`src/rtl/lowampa_trig_pkg.sv`:
```
// Shared types for the low-amplitude trigger collection stage.
package lowampa_trig_pkg;

  typedef enum logic [1:0] {
    IDLE,
    GATHER,
    PRESENT,
    HOLDOFF
  } trig_state_e;

  localparam int unsigned DEF_NBEAMS    = 54;
  localparam int unsigned DEF_TIME_BITS = 32;

  // Trigger record at the default geometry; the top builds the same layout from its parameters.
  typedef struct packed {
    logic [DEF_NBEAMS-1:0]    mask;
    logic [DEF_TIME_BITS-1:0] ts;
  } trig_rec_t;

endpackage

```
`src/rtl/lowampa_trig_collect_beam_stretch.sv`:
```
// Single-beam rising-edge detector and pulse stretcher feeding the scalers.
module beam_stretch #(
  parameter int unsigned STRETCH = 8
) (
  input  logic clk,
  input  logic resetn,
  input  logic trig,
  output logic rise,
  output logic stretch
);

  localparam int unsigned CW = $clog2(STRETCH + 1);

  logic          trig_q;
  logic [CW-1:0] cnt;
  logic [CW-1:0] cnt_nxt;

  assign rise = trig & ~trig_q;

  always_comb begin
    cnt_nxt = cnt;
    if (rise) begin
      cnt_nxt = CW'(STRETCH);
    end else if (cnt != '0) begin
      cnt_nxt = cnt - CW'(1);
    end
  end

  // trig_q resets high so a line already asserted at release is not seen as an edge.
  always_ff @(posedge clk) begin
    if (!resetn) begin
      trig_q  <= 1'b1;
      cnt     <= '0;
      stretch <= 1'b0;
    end else begin
      trig_q  <= trig;
      cnt     <= cnt_nxt;
      stretch <= (cnt_nxt != '0);
    end
  end

endmodule

```
`src/rtl/lowampa_trig_collect.sv`:
```
// Collects per-beam trigger edges into timestamped records with holdoff and drop counting.
module lowampa_trig_collect
  import lowampa_trig_pkg::*;
#(
  parameter int unsigned NBEAMS     = 54,
  parameter int unsigned STRETCH    = 8,
  parameter int unsigned GATHER_LEN = 4,
  parameter int unsigned TIME_BITS  = 32,
  parameter int unsigned HOLD_BITS  = 16,
  parameter int unsigned DROP_BITS  = 16
) (
  input  logic                 tclk,
  input  logic                 tclk_resetn,
  input  logic [NBEAMS-1:0]    trig_i,
  input  logic [NBEAMS-1:0]    beam_mask_i,
  input  logic                 enable_i,
  input  logic [HOLD_BITS-1:0] holdoff_i,
  output logic [NBEAMS-1:0]    trig_stretch_o,
  output logic                 rec_valid_o,
  input  logic                 rec_ready_i,
  output logic [NBEAMS-1:0]    rec_mask_o,
  output logic [TIME_BITS-1:0] rec_time_o,
  output logic [DROP_BITS-1:0] dropped_o,
  input  logic                 dropped_clr_i
);

  localparam int unsigned GW = (GATHER_LEN > 1) ? $clog2(GATHER_LEN) : 1;

  logic [NBEAMS-1:0]    rise;
  logic [NBEAMS-1:0]    medge;
  logic                 any_medge;
  logic                 drop;
  trig_state_e          state;
  logic [TIME_BITS-1:0] tcnt;
  logic [GW-1:0]        gcnt;
  logic [HOLD_BITS-1:0] hcnt;

  for (genvar b = 0; b < NBEAMS; b++) begin : g_beam
    beam_stretch #(
      .STRETCH(STRETCH)
    ) u_stretch (
      .clk    (tclk),
      .resetn (tclk_resetn),
      .trig   (trig_i[b]),
      .rise   (rise[b]),
      .stretch(trig_stretch_o[b])
    );
  end

  assign medge     = rise & beam_mask_i;
  assign any_medge = |medge;

  // GATHER absorbs edges into the record, so only busy or disabled cycles lose triggers.
  assign drop = any_medge &&
                ((state == PRESENT) || (state == HOLDOFF) ||
                 ((state == IDLE) && !enable_i));

  always_ff @(posedge tclk) begin
    if (!tclk_resetn) begin
      state       <= IDLE;
      tcnt        <= '0;
      gcnt        <= '0;
      hcnt        <= '0;
      rec_valid_o <= 1'b0;
      rec_mask_o  <= '0;
      rec_time_o  <= '0;
      dropped_o   <= '0;
    end else begin
      tcnt <= tcnt + TIME_BITS'(1);

      if (dropped_clr_i) begin
        dropped_o <= drop ? DROP_BITS'(1) : '0;
      end else if (drop && (dropped_o != '1)) begin
        dropped_o <= dropped_o + DROP_BITS'(1);
      end

      case (state)
        IDLE: begin
          if (enable_i && any_medge) begin
            rec_time_o <= tcnt;
            rec_mask_o <= medge;
            if (GATHER_LEN == 1) begin
              state       <= PRESENT;
              rec_valid_o <= 1'b1;
            end else begin
              gcnt  <= GW'(GATHER_LEN - 1);
              state <= GATHER;
            end
          end
        end
        GATHER: begin
          rec_mask_o <= rec_mask_o | medge;
          gcnt       <= gcnt - GW'(1);
          if (gcnt == GW'(1)) begin
            state       <= PRESENT;
            rec_valid_o <= 1'b1;
          end
        end
        PRESENT: begin
          if (rec_ready_i) begin
            rec_valid_o <= 1'b0;
            if (holdoff_i == '0) begin
              state <= IDLE;
            end else begin
              hcnt  <= holdoff_i;
              state <= HOLDOFF;
            end
          end
        end
        HOLDOFF: begin
          hcnt <= hcnt - HOLD_BITS'(1);
          if (hcnt == HOLD_BITS'(1)) begin
            state <= IDLE;
          end
        end
        default: begin
          state <= IDLE;
        end
      endcase
    end
  end

endmodule
```
`config.mk`:
```
export PLATFORM = sky130hd
export DESIGN_NAME = lowampa_trig_collect
export DESIGN_NICKNAME = d
export VERILOG_FILES = /design/src/rtl/lowampa_trig_pkg.sv /design/src/rtl/lowampa_trig_collect_beam_stretch.sv /design/src/rtl/lowampa_trig_collect.sv
export SDC_FILE = /design/constraint.sdc
export NUM_CORES = 1
export LEC_CHECK = 0
export BUFFER_PORTS_ARGS = -buffer_cell sky130_fd_sc_hd__clkbuf_2
export CORE_MARGIN = 5
export CORE_UTILIZATION = 58
export DETAILED_ROUTE_END_ITERATION = 16
export GPL_TIMING_DRIVEN = 0
export PLACE_DENSITY = 0.8
export SYNTH_ARGS = -nofsm -noshare
export SYNTH_HDL_FRONTEND = slang
export SYNTH_HIERARCHICAL = 1
export SYNTH_SLANG_ARGS = --single-unit
export TNS_END_PERCENT = 20
```
`constraint.sdc`:
```
create_clock -name tclk -period 4.7 [get_ports tclk]
set_input_delay 0.94 -clock tclk [delete_from_list [all_inputs] [get_ports tclk]]
set_output_delay 0.94 -clock tclk [all_outputs]
set_load 0.02 [all_outputs]
```
Yosys cells after proc, flatten, opt, wreduce, memory -nomap -nowiden --
Index checks and enable logic that the tools add are counted.
Storage, ports and cells: bits of input ports 129, output and inout bits 157, register bits after elaboration 479, logic and storage cells 603
Operators by class: $add $sub $neg 58, multiplexer cells 127, equal/unequal tests 11, bitwise logic cells 110, reductions and logical operators 127
Operators by type and width (count):
- 2-to-1 mux 4 bit | 108
- nonzero test 4 bit | 108
- subtractor 4 x 1 -> 4 bit (second input constant) | 54
- case mux 54 bit (2 select lines) | 1
- 2-to-1 mux 16 bit | 4
- AND 1 bit | 54
- AND 54 bit | 1
- 2-to-1 mux 54 bit | 1
- inverter 1 bit | 54
- OR 54 bit | 1
- OR reduction 54 bit | 1
- adder 32 x 1 -> 32 bit (second input constant) | 1
- case mux 16 bit (2 select lines) | 1
- adder 16 x 1 -> 16 bit (second input constant) | 1
- equality test 16 x 1 -> 1 bit (second input constant) | 1
- logical NOT 16 bit | 1
- inequality test 16 bit (second input constant) | 1
- subtractor 16 x 1 -> 16 bit (second input constant) | 1
- 2-to-1 mux 2 bit | 6
- case mux 2 bit (4 select lines) | 1
- nonzero test 2 bit | 4
- inequality test 2 bit (second input constant) | 3
- AND reduction 3 bit | 2
- equality test 2 x 1 -> 1 bit (second input constant) | 2
- other kinds (12) | 21

Longest topological paths before layout --
depth in word-level cells 8, depth in mapped cells 11, depth with buffers taken out 8

Cells and area by module --
The synthesis kept the hierarchy.
Modules (own cells, without submodules):
- beam_stretch | instances 54, sequential area each 120.1 µm², cells each 30, area each 290.3 µm²
- lowampa_trig_collect | instances 1, sequential area each 3103.0 µm², cells each 717, area each 6571.3 µm²

Worst setup path before layout --
No wires, ideal clock.
path type input to register, from in trig_i[32], to reg rec_mask_o[10], required time 4583 ps, setup slack 1980 ps, data arrival time 2603 ps, buffers on the path 2, library setup time 117 ps, cell stages on the path 10, path through nand2b_1 -> inv_1 -> a22oi_1 -> nand2_1 -> nor4_1 -> and4_1 -> clkbuf_1 -> a211oi_2 -> clkbuf_1 -> a32o_1
On the way: word-level cells in the longest chain between the ends 6
Ends and longest elaborated chain:
- start, declared | line lowampa_trig_collect.sv:14 | input logic [NBEAMS-1:0] trig_i,
- AND 1 bit | line lowampa_trig_collect_beam_stretch.sv:18 | assign rise = trig & ~trig_q;
- net rise[32] | line lowampa_trig_collect.sv:29 | logic [NBEAMS-1:0] rise;
- AND 54 bit | line lowampa_trig_collect.sv:50 | assign medge = rise & beam_mask_i;
- OR reduction 54 bit | line lowampa_trig_collect.sv:51 | assign any_medge = |medge;
- logical AND 1 bit | line lowampa_trig_collect.sv:79 | if (enable_i && any_medge) begin
- inequality test 2 x 1 -> 1 bit (no source line)
- AND reduction 2 bit (no source line)
- end signal, assigned | line lowampa_trig_collect.sv:81 | rec_mask_o <= medge;
- end signal, assigned | line lowampa_trig_collect.sv:92 | rec_mask_o <= rec_mask_o | medge;
- end, declared | line lowampa_trig_collect.sv:21 | output logic [NBEAMS-1:0] rec_mask_o,
The timed path passes the listed nets, and every way through them passes these cells. A chain may end at the register's enable or synchronous reset.

Worst setup path in the final report --
from in trig_i[30], to reg rec_mask_o[5]
The elaborated chain is that of the path after synthesis.

==> results_dict.tcl <==
set metrics [dict create \
    status "complete, no violations" \
    cts_tree "built" \
    maxCapViolCount 0 \
    tightest_slew_ns 1.22 \
    synth_top_area_share_pct 43.1 \
    met1_usage_pct 30.9 \
    leakagePower_nw 11.3 \
    cts_root_buf "clkbuf_16" \
    ys_ff_latch 479 \
    critPathArrivalTime_ns 4.27 \
    die_y_um 206 \
    vias 18200 \
    grt-busiest-layer "met2" \
    min_path_type "reg2reg" \
    critPathMaxFanout 10 \
    crit_path_top_delay_cell "a211oi_2" \
    yosysUniqueCellTypes 53 \
    cts_buffers 49 \
    core-area_um2 37800 \
    dr.pass1.iters 7 \
    syn-num-nets 2525 \
    synth_top_area_cell "dfxtp_1" \
    postCtsSetupBuffers 0 \
    worst_setup_path_end_kind "flip-flop" \
    globalplace.congestion 0.881 \
    powerDensity_nw_per_um2 638 \
    fin_worst_skew_ns 0.0300 \
    syn_inst 2337 \
    die_w_um 206 \
    cts_resized 0 \
    grt.total_usage_pct 25.5 \
    hold_buffers 0 \
    nets 2862 \
    relSlewSlack_pct 18.6 \
    yosysMostFrequentCell "dfxtp_1" \
    crit_family "compound AO/OA/AOI/OAI gates" \
    syn_area_um2 22200 \
    drive_gt1_share_pct 20.0 \
    syn_to_final_growth_pct 16.7 \
    cts_buffer_depth 3 \
    crit_type "in2reg" \
    async_flop_share_pct 0 \
    regArea_um2 9590 \
    grt_pass1_vias 18200 \
    report.final.slew_viol_count 0 \
    hold_viol_final 0 \
    antenna_found_initial 0 \
    overflow 0 \
    ir_worst_vdd_mv 0.415 \
    post_drt_via_cell_ratio 5.64 \
    critical-path-max-stage-delay_ns 1.02 \
    path_cells "clkbuf_2 > nand2b_1 > inv_1 > a22oi_1 > nand4_1 > nor3_1 > and4_1 > clkbuf_1 > a211oi_2 > clkbuf_1 > a32o_1" \
    cp_num_buf_inv 4 \
    nFillCells 2851 \
    max_freq_mhz 266 \
    dieArea_um2 42400 \
    finalCriticalPeriod_ns 3.76 \
    ioPinCount 286 \
    postRouteAntennaNets 0 \
    diodes 0 \
    ys.flop_type "dfxtp_1" \
    grt_max_degree 87 \
    synth_edf_count 0 \
    crit_top_cell "clkbuf_1" \
    grtUsageMet3_pct 5.07 \
    rsz0062_at_grt "no" \
    num_rows 71 \
    placed_area_um2 24300 \
    rrSetupSlack_ns 1.03 \
    yosys_warnings 6 \
    cp-start-kind "primary input" \
    synth.avg_cell_area_um2 9.52 \
    numPortBuffers 285 \
    multi_input_area_um2 11600 \
    whs_ns 0.459 \
    path_clk_slew_ns 0.06 \
    clk_latency_ns 0.59 \
    netlist_top_cells_count "dfxtp_1, inv_1, nand2b_1" \
    initialDrtViolationCount 1044 \
    hpwl_um 41700 \
    remaining_drc_errors 0 \
    wire_per_inst_um 17.3 \
    clock-sinks 479 \
    fin_area_um2 26000 \
    initial_utilization_pct 58.9 \
    grtUsageMet2_pct 46.0 \
    worst_ep_required_time_ns 5.21 \
    grt_pass1_wl_um 89000 \
    setup_viol 0 \
    period_share_pct 79.9 \
    synth.area.top_cells "dfxtp_1, nand2b_1, nor3b_4, mux2i_1, inv_1" \
    routed_wl_um 55700 \
    htree_levels 2 \
    synth-seq-area-share_pct 43.1 \
]
==> worst register-to-register path, stage by stage (launching register included) <==
cell and delay (ns):
dfxtp_1 0.29, nand2b_1 0.17, inv_1 0.17, a22oi_1 0.19, nand4_1 0.23, nor3_1 0.11, and4_1 0.18, clkbuf_1 0.15
a211oi_2 1.02, clkbuf_1 0.79, a32o_1 0.30
==> stage by stage <==
stage	setup slack [ns]	util, %	total power [W]	TNS, ns	cells
2_1_floorplan	1.98	-	0.0112	0	2337
3_3_place_gp	-1.52	64.4	0.0123	-89.89	3133
3_5_place_dp	0.300	64.5	0.0126	0	3134
4_1_cts	0.906	68.8	0.0166	0	3218
5_1_grt	0.802	68.8	0.0176	0	3218
6_report	0.943	68.8	0.0166	0	3218
==> cells by family after synthesis <==
group	Yosys count	synth area share (%)
muxes	142	7.60
AOI/OAI and AO/OA	443	15.1
buffers and inverters	266	4.56
DFF	479	43.1
adders and majority gates	59	3.32
and+or+nand+nor	872	23.4
xor gates and xnor gates	76	2.99
==> cell type report <==
cell class,count,area share [%]
multi-input cells,1592,44.8
flip-flops and latches,479,36.9
clock buffers,72,5.68
repair buffers,286,5.63
inverters,227,3.28
well taps,511,2.46
plain buffers,39,0.626
clock inverters,12,0.545
==> cell usage in the layout, fill, tap and decap left out, types with 6 or more instances in the layout <==
cell type	Yosys	final
nand3b_1	54	54
and3_1	13	13
mux2_4	54	54
clkbuf_1	23	32
clkbuf_8	0	13
or4_1	10	10
and4_1	6	6
nand3_1	23	23
o21ai_0	16	16
dfxtp_1	479	479
a21oi_1	149	149
xor2_1	16	16
a32o_1	54	54
clkbuf_16	0	51
nand2_1	167	167
clkinv_2	0	7
nand4_1	12	12
nor4_1	10	10
nor3b_4	54	54
nand2b_1	217	217
ha_1	59	59
buf_2	13	13
xnor2_1	60	60
clkbuf_2	0	284
nor2_1	206	206
a21o_1	54	54
mux2i_1	88	88
a31oi_2	55	55
inv_1	226	226
and2_1	6	6
o211ai_1	7	7
or3_1	18	18
a211oi_1	56	56
a22oi_1	29	29
nor3_1	68	68
==> path summary, 6_finish.rpt <==
path / from / to / cells past startpoint
max reg2reg: g_beam[30].u_stretch/trig_q / rec_mask_o[5] / 10
min reg2reg: rec_time_o[12] / rec_time_o[12] / 2
max: trig_i[30] / rec_mask_o[5] / 11
min: rec_time_o[12] / rec_time_o[12] / 2
==> routing by layer <==
| metal | part of all wire [%] | vias up |
|---|---|---|
| li1 | - | 8803 |
| met3 | 6.7 | 110 |
| met2 | 49 | 584 |
| met4 | 2.6 | 0 |
| met1 | 41 | 8659 |
| met5 | 0 | - |
==> report_power, final <==
group	total [W]	switching (W)	internal (W)	leakage [nW]
registers	0.00579	0.000787	0.00501	3.94
logic	0.00685	0.00343	0.00342	6.61
clock network	0.00391	0.00159	0.00232	0.800
==> sequential cells by signal, summed over array words and instances, names as in the netlist, 2 cells and up <==
register,count
g_beam.u_stretch/cnt,216
g_beam.u_stretch/stretch,54
g_beam.u_stretch/trig_q,54
rec_mask_o,54
rec_time_o,32
tcnt,32
dropped_o,16
hcnt,16
gcnt,2
state,2
Note: power is estimated with default switching activity, not from simulation.
